==> src/rtl/hazard_unit_mc.sv <==
`default_nettype none
// ============================================================================
// Module   : hazard_unit_mc
// Purpose  : Hazard unit for a five-stage MIPS pipeline. It handles load-use,
//            branch and MDU-busy stalls, stretches the pipeline while the
//            data memory has not answered, and drives E/D-stage forwarding.
//            It also keeps a saturating count of stalled fetch cycles.
// Ports    : clk, reset        - clock, synchronous active-high reset
//            BranchD .. RegWriteW          - stage control bits
//            RsD .. WriteRegW              - register indices (REG_W wide)
//            MemAccessM, MemReadyM         - M-stage memory handshake
//            MduStartE, MduUseD            - MDU issue in E / MDU use in D
//            ClrStats                      - clear the stall-cycle counter
//            StallF/D/E/M, FlushE/W        - pipeline register control
//            ForwardAD/BD, ForwardAE/BE    - forwarding mux selects
//            MduBusy, StallCycles          - MDU status, stall statistics
// Revision : 1.0 - initial release
// ============================================================================
module hazard_unit_mc #(
  parameter int REG_W   = 5,
  parameter int MDU_LAT = 4,
  parameter int CNT_W   = 16
) (
  input  logic             clk,
  input  logic             reset,
  input  logic             BranchD,
  input  logic             MemtoRegE,
  input  logic             RegWriteE,
  input  logic             MemtoRegM,
  input  logic             RegWriteM,
  input  logic             RegWriteW,
  input  logic [REG_W-1:0] RsD,
  input  logic [REG_W-1:0] RtD,
  input  logic [REG_W-1:0] RsE,
  input  logic [REG_W-1:0] RtE,
  input  logic [REG_W-1:0] WriteRegE,
  input  logic [REG_W-1:0] WriteRegM,
  input  logic [REG_W-1:0] WriteRegW,
  input  logic             MemAccessM,
  input  logic             MemReadyM,
  input  logic             MduStartE,
  input  logic             MduUseD,
  input  logic             ClrStats,
  output logic             StallF,
  output logic             StallD,
  output logic             StallE,
  output logic             StallM,
  output logic             FlushE,
  output logic             FlushW,
  output logic             ForwardAD,
  output logic             ForwardBD,
  output logic [1:0]       ForwardAE,
  output logic [1:0]       ForwardBE,
  output logic             MduBusy,
  output logic [CNT_W-1:0] StallCycles
);

  // A zero latency still needs a one-bit register slot to keep widths legal.
  localparam int MCNT_W = (MDU_LAT > 0) ? $clog2(MDU_LAT + 1) : 1;

  logic              memwait;
  logic              lwstall;
  logic              branchstall;
  logic              mdustall;
  logic              mdu_busy;
  logic [MCNT_W-1:0] mcnt;

  // Ungated stall/flush decisions; the reset gating is applied at the ports.
  logic stall_front;
  logic stall_back;
  logic flush_e;
  logic flush_w;
  logic fwd_ad;
  logic fwd_bd;
  logic [1:0] fwd_ae;
  logic [1:0] fwd_be;

  // --------------------------------------------------------------------------
  // Hazard detection
  // --------------------------------------------------------------------------
  assign memwait = MemAccessM & ~MemReadyM;

  assign lwstall = MemtoRegE & (WriteRegE != '0) &
                   ((WriteRegE == RsD) | (WriteRegE == RtD));

  assign branchstall = BranchD &
      ((RegWriteE & (WriteRegE != '0) & ((WriteRegE == RsD) | (WriteRegE == RtD))) |
       (MemtoRegM & (WriteRegM != '0) & ((WriteRegM == RsD) | (WriteRegM == RtD))));

  assign mdustall = MduUseD & mdu_busy;

  // A memory wait freezes every stage and outputs a bubble into W; the
  // D-stage stalls are deferred until the memory has answered, so a pending
  // load-use hazard is re-evaluated with the pipeline moving again.
  always_comb begin
    stall_front = 1'b0;
    stall_back  = 1'b0;
    flush_e     = 1'b0;
    flush_w     = 1'b0;
    if (memwait) begin
      stall_front = 1'b1;
      stall_back  = 1'b1;
      flush_w     = 1'b1;
    end else if (lwstall | branchstall | mdustall) begin
      stall_front = 1'b1;
      flush_e     = 1'b1;
    end
  end

  // --------------------------------------------------------------------------
  // Forwarding (independent of stalls; register 0 never forwards)
  // --------------------------------------------------------------------------
  assign fwd_ad = (RsD != '0) & (RsD == WriteRegM) & RegWriteM;
  assign fwd_bd = (RtD != '0) & (RtD == WriteRegM) & RegWriteM;

  always_comb begin
    fwd_ae = 2'b00;
    if ((RsE != '0) & (RsE == WriteRegM) & RegWriteM)
      fwd_ae = 2'b10;
    else if ((RsE != '0) & (RsE == WriteRegW) & RegWriteW)
      fwd_ae = 2'b01;
  end

  always_comb begin
    fwd_be = 2'b00;
    if ((RtE != '0) & (RtE == WriteRegM) & RegWriteM)
      fwd_be = 2'b10;
    else if ((RtE != '0) & (RtE == WriteRegW) & RegWriteW)
      fwd_be = 2'b01;
  end

  // --------------------------------------------------------------------------
  // Port drive: everything control-related reads as 0 while reset is high
  // --------------------------------------------------------------------------
  assign StallF    = ~reset & stall_front;
  assign StallD    = ~reset & stall_front;
  assign StallE    = ~reset & stall_back;
  assign StallM    = ~reset & stall_back;
  assign FlushE    = ~reset & flush_e;
  assign FlushW    = ~reset & flush_w;
  assign ForwardAD = ~reset & fwd_ad;
  assign ForwardBD = ~reset & fwd_bd;
  assign ForwardAE = reset ? 2'b00 : fwd_ae;
  assign ForwardBE = reset ? 2'b00 : fwd_be;
  assign MduBusy   = mdu_busy;

  // --------------------------------------------------------------------------
  // MDU scoreboard: a down-counter of cycles until the HI/LO result exists.
  // The load is gated on E advancing so a stalled op is counted once; the
  // decrement keeps running during memory waits because the MDU itself does.
  // --------------------------------------------------------------------------
  generate
    if (MDU_LAT > 0) begin : g_mdu_on
      always_ff @(posedge clk) begin
        if (reset) begin
          mcnt <= '0;
        end else if (MduStartE & ~stall_back) begin
          mcnt <= MCNT_W'(MDU_LAT);
        end else if (mcnt != '0) begin
          mcnt <= mcnt - 1'b1;
        end
      end
    end else begin : g_mdu_off
      logic unused_mdu_start;
      assign unused_mdu_start = MduStartE;
      assign mcnt = '0;
    end
  endgenerate

  assign mdu_busy = (mcnt != '0);

  // --------------------------------------------------------------------------
  // Stall statistics: saturating count of cycles with StallF asserted
  // --------------------------------------------------------------------------
  always_ff @(posedge clk) begin
    if (reset) begin
      StallCycles <= '0;
    end else if (ClrStats) begin
      StallCycles <= '0;
    end else if (StallF && (StallCycles != {CNT_W{1'b1}})) begin
      StallCycles <= StallCycles + 1'b1;
    end
  end

endmodule
`default_nettype wire
==> config.mk <==
export PLATFORM = sky130hd
export DESIGN_NAME = hazard_unit_mc
export DESIGN_NICKNAME = d
export VERILOG_FILES = /design/src/rtl/hazard_unit_mc.sv
export SDC_FILE = /design/constraint.sdc
export NUM_CORES = 1
export LEC_CHECK = 0
export CAP_MARGIN = 20
export CORE_AREA = 2 2 65 67
export CTS_CLUSTER_SIZE = 10
export DETAILED_ROUTE_END_ITERATION = 7
export DIE_AREA = 0 0 67 69
export GPL_TIMING_DRIVEN = 0
export PLACE_DENSITY = 0.86
export SYNTH_ARGS = -nofsm -noshare
export SYNTH_HDL_FRONTEND = slang
export SYNTH_SLANG_ARGS = --single-unit
==> constraint.sdc <==
create_clock -name clk -period 3.2 [get_ports clk]
set_clock_uncertainty 0.1 [all_clocks]
set_input_delay 0.32 -clock clk [delete_from_list [all_inputs] [get_ports clk]]
set_output_delay 0.32 -clock clk [all_outputs]
set_load 0.01 [all_outputs]
## Word-level counts from Yosys, hierarchy flattened

Index checks and enable logic that the tools add are counted.
W data, S select, Z words.

- Add/subtract/negate cells: 2
- Equality and inequality tests: 11
- Muxes and demuxes: 12
- Bitwise gates (word level): 35
- Reductions and logical operators: 11

Operator list:

| cell | count |
|---|---|
| $eq A5 B5 Y1 | 10 |
| $reduce_bool A5 Y1 | 6 |
| $and A1 B1 Y1 | 27 |
| $add A16 B1 Y16 const B | 1 |
| $ne A16 B16 Y1 const B | 1 |
| $mux W2 | 4 |
| $mux W1 | 6 |
| $mux W3 | 2 |
| $or A1 B1 Y1 | 5 |
| $reduce_or A2 Y1 | 2 |
| $not A1 Y1 | 3 |
| $reduce_bool A3 Y1 | 1 |
| $sub A3 B1 Y3 const B | 1 |
| $reduce_bool A2 Y1 | 1 |
| $logic_and A1 B1 Y1 | 1 |

- Register bits after elaboration: 19
- Input bits: 48
- Word-level logic and storage cells: 74

## Depth between registers and ports, before layout

Gate-level depths: netlist of the first run.

- Depth after elaboration: 11
- Mapped depth: 9

## Worst setup path after synthesis of the first run

Ideal clock, no wire load.

- Path kind: input to output
- Start: input WriteRegM[2]
- End: output StallF
- Arrival time: 1.971 ns
- Data required time: 2.780 ns
- Setup slack: 0.809 ns
- Stages: 8
- Cells stage by stage: buf_2 or4_4 o211ai_2 a21oi_2 nor4_4 buf_6 nor2_1 buf_4

- Cells in the longest elaborated chain, start to end: 10
- Elaborated cells between the ends (all ways): 13
- Those cells by class: eq/ne: 2; mux: 2; bitwise: 8; reduce/logical: 1

RTL lines:

| element | line | source |
|---|---|---|
| start: declaration | 37 | `input logic [REG_W-1:0] WriteRegM,` |
| $eq A5 B5 Y1 / $reduce_bool A5 Y1 (equally long branches) | 88 | `(MemtoRegM & (WriteRegM != '0) & ((WriteRegM == RsD) \| (WriteRegM == RtD))));` |
| $or A1 B1 Y1 / $and A1 B1 Y1 (equally long branches) | 88 |  |
| $and A1 B1 Y1 * | 88 |  |
| $or A1 B1 Y1 * | 87 | `((RegWriteE & (WriteRegE != '0) & ((WriteRegE == RsD) \| (WriteRegE == RtD))) \|` |
| $and A1 B1 Y1 * | 86 | `assign branchstall = BranchD &` |
| $or A1 B1 Y1 * (2 in series) | 104 | `end else if (lwstall \| branchstall \| mdustall) begin` |
| $mux W1 * | 104 |  |
| $mux W1 * | 100 | `if (memwait) begin` |
| $and A1 B1 Y1 * | -- |  |
| end: declaration | 44 | `output logic StallF,` |

Every way passes the cells marked *; elsewhere a longest branch is shown, timed or not.

## Final worst setup path of the first run

- Start: input WriteRegE[2]
- End: output StallF

- Cells in the longest elaborated chain, start to end: 10
- Elaborated cells between the ends (all ways): 15
- Those cells by class: eq/ne: 2; mux: 2; bitwise: 10; reduce/logical: 1

RTL lines:

| element | line | source |
|---|---|---|
| start: declaration | 36 | `input logic [REG_W-1:0] WriteRegE,` |
| $eq A5 B5 Y1 / $reduce_bool A5 Y1 (equally long branches) | 84, 87, 83 |  |
| $or A1 B1 Y1 / $and A1 B1 Y1 (equally long branches) | 84, 87 |  |
| $and A1 B1 Y1 | 87 |  |
| $or A1 B1 Y1 | 87 |  |
| $and A1 B1 Y1 | 86 |  |
| $or A1 B1 Y1 * (2 in series) | 104 |  |
| $mux W1 * | 104 |  |
| $mux W1 * | 100 |  |
| $and A1 B1 Y1 * | 135 | `assign StallF = ~reset & stall_front;` |

Marks and branches as above.

==> impl_metrics.toml, run 1 <==
[yosys]
synth_top_area_share_pct = 21.7
avgSynthCellArea_um2 = 7.91
yosysSeqAreaShare_pct = 21.7
syn-cell-area_um2 = 1760
synth_edf_count = 0
syn_nets = 273
synthTopCellsByArea = "dfxtp_1 22%, xnor2_1 12%, xor2_1 8.0%"
async_reset_ff_share_pct = 0
ys_ff_latch = 19
ys.flop_type = "dfxtp_1"
yosys_warnings = 0
synth_cell_types = 41
synth_area_leader_cell = "dfxtp_1"
synth_cells = 222

[outcome]
status = "finished, final reports clean"

[grt]
grtUsageTotal_pct = 21.7
grt_max_degree = 11
grt_pass1_vias = 1899
grt_pass1_wl_mm = 8.20
overflow = 0
antenna_found_initial = 0

[cts]
postCtsHoldBufs = 0
clockRootBuffer = "clkbuf_8"
htreeDepth = 1
clk_pin_slew_ns = 0.07
cts_tree = "done"
clk_latency_ns = 0.26
cts_buffers = 3
cts.sinks = 19
cts_buffer_depth = 2

[worst_setup_path]
crit_fanout = 10
crit_path_top_delay_cell = "or4_1"
r2r_cells = 8
worstSetupStartpointType = "input port"
critPathCaptureType = "output pin"
cp.arrival_ns = 2.61
crit_path_start = "WriteRegE[2]"
path_buf_inv = 4
crit_path_max_incr_delay_ns = 0.52
critPathKind = "in -> out"
r2r-start = "StallCycles[6]"
cp_cell_sequence = "clkdlybuf4s50_1, or4_1, nor2_1, a211oi_2, nor4_4, buf_6, nor2_1, buf_4, clkdlybuf4s50_1"
cp_top_family = "buffers and inverters"
reg2reg_to = "StallCycles[11]"
crit_required_ns = 2.78
r2r_slack_ns = 0.73

[route]
wirelength_mm = 4.65
vias_per_cell = 5.47
dr.pass1.iters = 4
final_antenna_net_count = 0
drc = 0
wl_per_cell_um = 13.4
drtIter0Drc = 92
vias = 1902

[sta]
slew_headroom_pct = 55.8
setup_slack_ns = 0.175
tightestPinTransition_ns = 0.658
finalSetupTns_ns = 0
rsz0062_at_grt = "no"
period_share_pct = 94.5
min_period_ns = 3.03
hold_viol_final = 0
fmax_mhz = 331
finalSetupViolCount = 0
slew_viol_final = 0

[worst_hold_path]
worst_hold_path.num_cells = 2
min_to = "StallCycles[15]"
min-delay-start = "StallCycles[15]"
worstHoldPathType = "reg -> reg"

[cells_and_area]
drive_gt1_share_pct = 8.72
fin_area_um2 = 2580
instances_no_fill = 348
area_growth_pct = 47.0
final_common_cell = "clkdlybuf4s50_1"
diodes = 0
nNetsFinal = 350
final_cell_mix = "71 x clkdlybuf4s50_1, 25 x xnor2_1, 19 x dfxtp_1"

[placement]
gp_congestion = 0.812
dp.cells = 343
place_area_um2 = 2530
place_hpwl_mm = 3.86
placement.io_buffers = 71
pre_cts_slack_ns = -0.0646

[floorplanning]
io_pins = 77
start_util_pct = 44.9
die_height_um = 69
die_area_um2 = 4620
fp.coreArea_um2 = 3910
num_rows = 23
die_w_um = 67

[power_and_ir_drop]
p_per_area_nw_per_um2 = 280
p_leak_nw = 0.851
total_power_mw = 0.722
ir_worst_vdd_v = 0.000157

[flow_run]
cap_violations = 0
registers in the layout (all words and copies together), names as in the netlist:
name         cells
StallCycles     16
mcnt             3
timing repair:
item / CTS / global route
resized for setup: 0 / 0
endpoints found under the setup margin: 1 / 0
buffers inserted: 1 / 0
synthesized netlist by cell type, types with 4 or more instances:
library cell	count
a21oi_1	16
or3_1	10
inv_1	4
xor2_1	16
nand4_1	6
nand3_1	5
clkbuf_1	4
nor2_1	12
xnor2_1	25
nor3_1	9
and2_1	5
nor4_1	4
or4_1	12
o21ai_1	9
dfxtp_1	19
nand2_1	17
buf_2	4
or4b_1	4
buf_6	4
stage by stage:
stage          util [%]  hold slack, ns
2_1_floorplan         -           0.392
3_3_place_gp       64.6           0.373
3_5_place_dp       64.6           0.389
4_1_cts            66.0           0.400
5_1_grt            66.0           0.436
6_report           66.0           0.392
worst max-delay path by stage:
stage	endpoint	slack [ns]	cells after the start
2_1_floorplan	StallF	0.81	8
3_3_place_gp	StallF	-0.04	9
3_5_place_dp	StallF	-0.06	9
4_1_cts	StallF	0.14	10
5_1_grt	StallF	0.03	10
6_report	StallF	0.17	9
power by group:
| group | leakage (nW) | internal [mW] | switching, mW |
|---|---|---|---|
| sequential | 0.154 | 0.245 | 0.00471 |
| combinational | 0.675 | 0.161 | 0.138 |
| clock | 0.0228 | 0.0889 | 0.0841 |
| total | 0.851 | 0.495 | 0.227 |
cells by family after synthesis:
family | after synthesis | synth area share (%)
xor+xnor | 41 | 20.5
buf+inv | 20 | 6.91
fa+ha+maj | 3 | 2.14
mux | 2 | 1.14
flops | 19 | 21.7
compound gates | 35 | 12.4
simple gates | 102 | 35.3
final cells by class:
| type | count | area [µm²] |
|---|---|---|
| buffer | 16 | 106 |
| inverter | 4 | 15.0 |
| timing repair buffer | 72 | 718 |
| fill | 358 | 1330 |
| clock buffer | 4 | 45.0 |
| tap | 50 | 62.6 |
| sequential | 19 | 380 |
| multi-input combinational | 183 | 1250 |
metal layers:
metal	vias up	share of wire, %	GRT usage, %
met1	858	42	26.7
li1	956	-	-
met2	81	50	37.7
met3	7	7.3	3.75
met5	-	0	0
met4	0	1.3	6.12
tightest hold or removal path: cells and delay by family, from the launching register on:
| family | cells | cell delay [ns] |
|---|---|---|
| compound gates | 1 | 0.05 |
| buf+inv | 1 | 0.06 |
| flops | 1 | 0.34 |
Power figures use the tool's default switching activity.
==> inputs of run 2 (changes only) <==
CTS_CLUSTER_DIAMETER = 30   (was default)
SKIP_LAST_GASP = 1   (was default)
==> results of run 2 <==
Final layout, timing and power as in run 1 (identical DEF).
==> inputs of run 3 (changes only) <==
CORE_AREA = 5 5 68 70   (was 2 2 65 67)
DIE_AREA = 0 0 73 75   (was 0 0 67 69)
==> run 3 against run 2 <==
Compared with the run above: register-to-register slack hardly changed; final cell count unchanged; combinational power about the same; global-route usage is 3.2 points lower.
==> impl_metrics.toml, run 3 (synthesized netlist as in run 1, its figures left out) <==
[power_and_ir_drop]
p_leak_nw = 0.854
ir_worst_vdd_v = 0.000165
pwr-share-clk_pct = 23.3
combPwrFrac_pct = 42.0
seq_power_share_pct = 34.7
p_int_mw = 0.494
p_sw_mw = 0.225
p_sw_share_pct = 31.3
total_power_mw = 0.719
p_per_area_nw_per_um2 = 277

[worst_setup_path]
crit_top_cell = "clkdlybuf4s50_1"
cp_cell_sequence = "clkdlybuf4s50_1, or4_1, nor2_2, a211oi_4, nor4_4, buf_6, nor2_1, buf_4, clkdlybuf4s50_1"
path_buf_inv = 4
critPathCaptureType = "output pin"
worstSetupStartpointType = "input port"
crit_path_top_delay_cell = "or4_1"
cp_top_family = "buffers and inverters"
cp.arrival_ns = 2.67
crit_required_ns = 2.78
critPathKind = "in -> out"
crit_path_max_incr_delay_ns = 0.56
crit_fanout = 10

[grt]
grt_pass1_wl_mm = 8.26
antenna_found_initial = 0
grtUsageTotal_pct = 18.5
grt_pass1_vias = 1953
grt_max_degree = 12
overflow = 0

[cts]
cts_buffers = 3
cts_tree = "done"
postCtsHoldBufs = 0
clk_pin_slew_ns = 0.07
cts_buffer_depth = 2
htreeDepth = 1
cts.sinks = 19
clk_latency_ns = 0.26
clockRootBuffer = "clkbuf_8"

[route]
wl_per_cell_um = 14.3
drtIter0Drc = 125
drc = 0
wirelength_mm = 4.98
vias_per_cell = 5.51
final_antenna_net_count = 0
dr.pass1.iters = 4
vias = 1918

[floorplanning]
start_util_pct = 44.9
die_area_um2 = 5480
die_w_um = 73
num_rows = 23
fp.coreArea_um2 = 3910
die_height_um = 75
io_pins = 77

[worst_hold_path]
worstHoldPathType = "reg -> reg"

[sta]
slew_headroom_pct = 58.8
period_share_pct = 96.6
tightestPinTransition_ns = 0.614
finalSetupViolCount = 0
fmax_mhz = 324
min_period_ns = 3.09
holdWs_ns = 0.403
slew_viol_final = 0
hold_viol_final = 0

[cells_and_area]
diodes = 0
seq_area_um2 = 380
largest_reg_flops = 16
drive_gt1_share_pct = 9.73
nNetsFinal = 350
area_growth_pct = 48.0
regMostFlops = "StallCycles"
final_cell_mix = "71 x clkdlybuf4s50_1, 25 x xnor2_1, 19 x dfxtp_1"
n_fill_cell = 367
fin_area_um2 = 2600
final_common_cell = "clkdlybuf4s50_1"
multi_input_area_um2 = 1270
reg_top3 = "StallCycles: 16 flops, mcnt: 3 flops"

[flow_run]
cap_violations = 0

[placement]
place_hpwl_mm = 4.13
place_area_um2 = 2530
placement.io_buffers = 71
gp_congestion = 0.862

[outcome]
status = "finished, final reports clean"
[run 3: changes by cell type in the layout (fill, tap and decap cells not counted)]
cell | previous run | this run
clkbuf_1 | 5 | 4
clkinv_2 | 0 | 1
nor2_2 | 0 | 1
nor2_1 | 12 | 11
nor3_1 | 9 | 8
a211oi_2 | 1 | 0
nor3_2 | 1 | 2
a211oi_4 | 0 | 1
[run 3: per-layer routing]
layer  vias to the layer above  track usage, %  part of all wire, %
met5                         -               0                    0
met2                        89            35.0                   50
met3                         7            6.41                   11
li1                        946               -                    -
met4                         0            4.30                  1.2
met1                       876            19.6                   38
[run 3: layout make-up]
type / instances / area share [%]
flip-flops and latches: 19 / 14.6
clock inverters: 1 / 0.193
inverters: 4 / 0.578
repair buffers: 72 / 27.6
clock buffers: 3 / 1.59
well taps: 50 / 2.41
multi-input cells: 183 / 48.8
plain buffers: 16 / 4.09
[run 3: path summary, 6_finish.rpt]
path | start | endpoint | slack (ns) | cells after the start
setup / recovery | WriteRegE[1] | StallF | 0.11 | 9
hold / removal | StallCycles[15] | StallCycles[15] | 0.40 | 2
setup reg to reg | StallCycles[6] | StallCycles[11] | 0.74 | 8
hold reg to reg | StallCycles[15] | StallCycles[15] | 0.40 | 2
[run 3: power groups by stage]
stage          sequential [mW]  clock [mW]  combinational [mW]
3_5_place_dp             0.255           0               0.296
2_1_floorplan            0.254           0               0.170
4_1_cts                  0.249       0.168               0.302
6_report                 0.249       0.168               0.302
5_1_grt                  0.250       0.178               0.332
3_3_place_gp             0.255           0               0.290
[run 3: timing repair]
item                                    in CTS  in global routing
gates cloned                                 0                  0
setup buffers                                1                  0
gates resized for setup                      0                  3
pin swaps                                    1                  2
endpoints found under the setup margin       1                  1
[run 3: through the flow]
step           utilization (%)  setup TNS (ns)  worst slack [ns]  instances
2_1_floorplan                -               0             0.809        222
3_3_place_gp              64.6         -0.0572           -0.0572        343
3_5_place_dp              64.6         -0.0765           -0.0765        343
4_1_cts                   66.0               0             0.135        348
5_1_grt                   66.4        -0.00405          -0.00405        348
6_report                  66.4               0             0.110        348
[run 3: worst min-delay path, delay by kind of cell, from the launching register on]
family	cells	cell delay [ns]
buffers and inverters	1	0.06
AO/OA/AOI/OAI	1	0.05
flip-flops	1	0.35
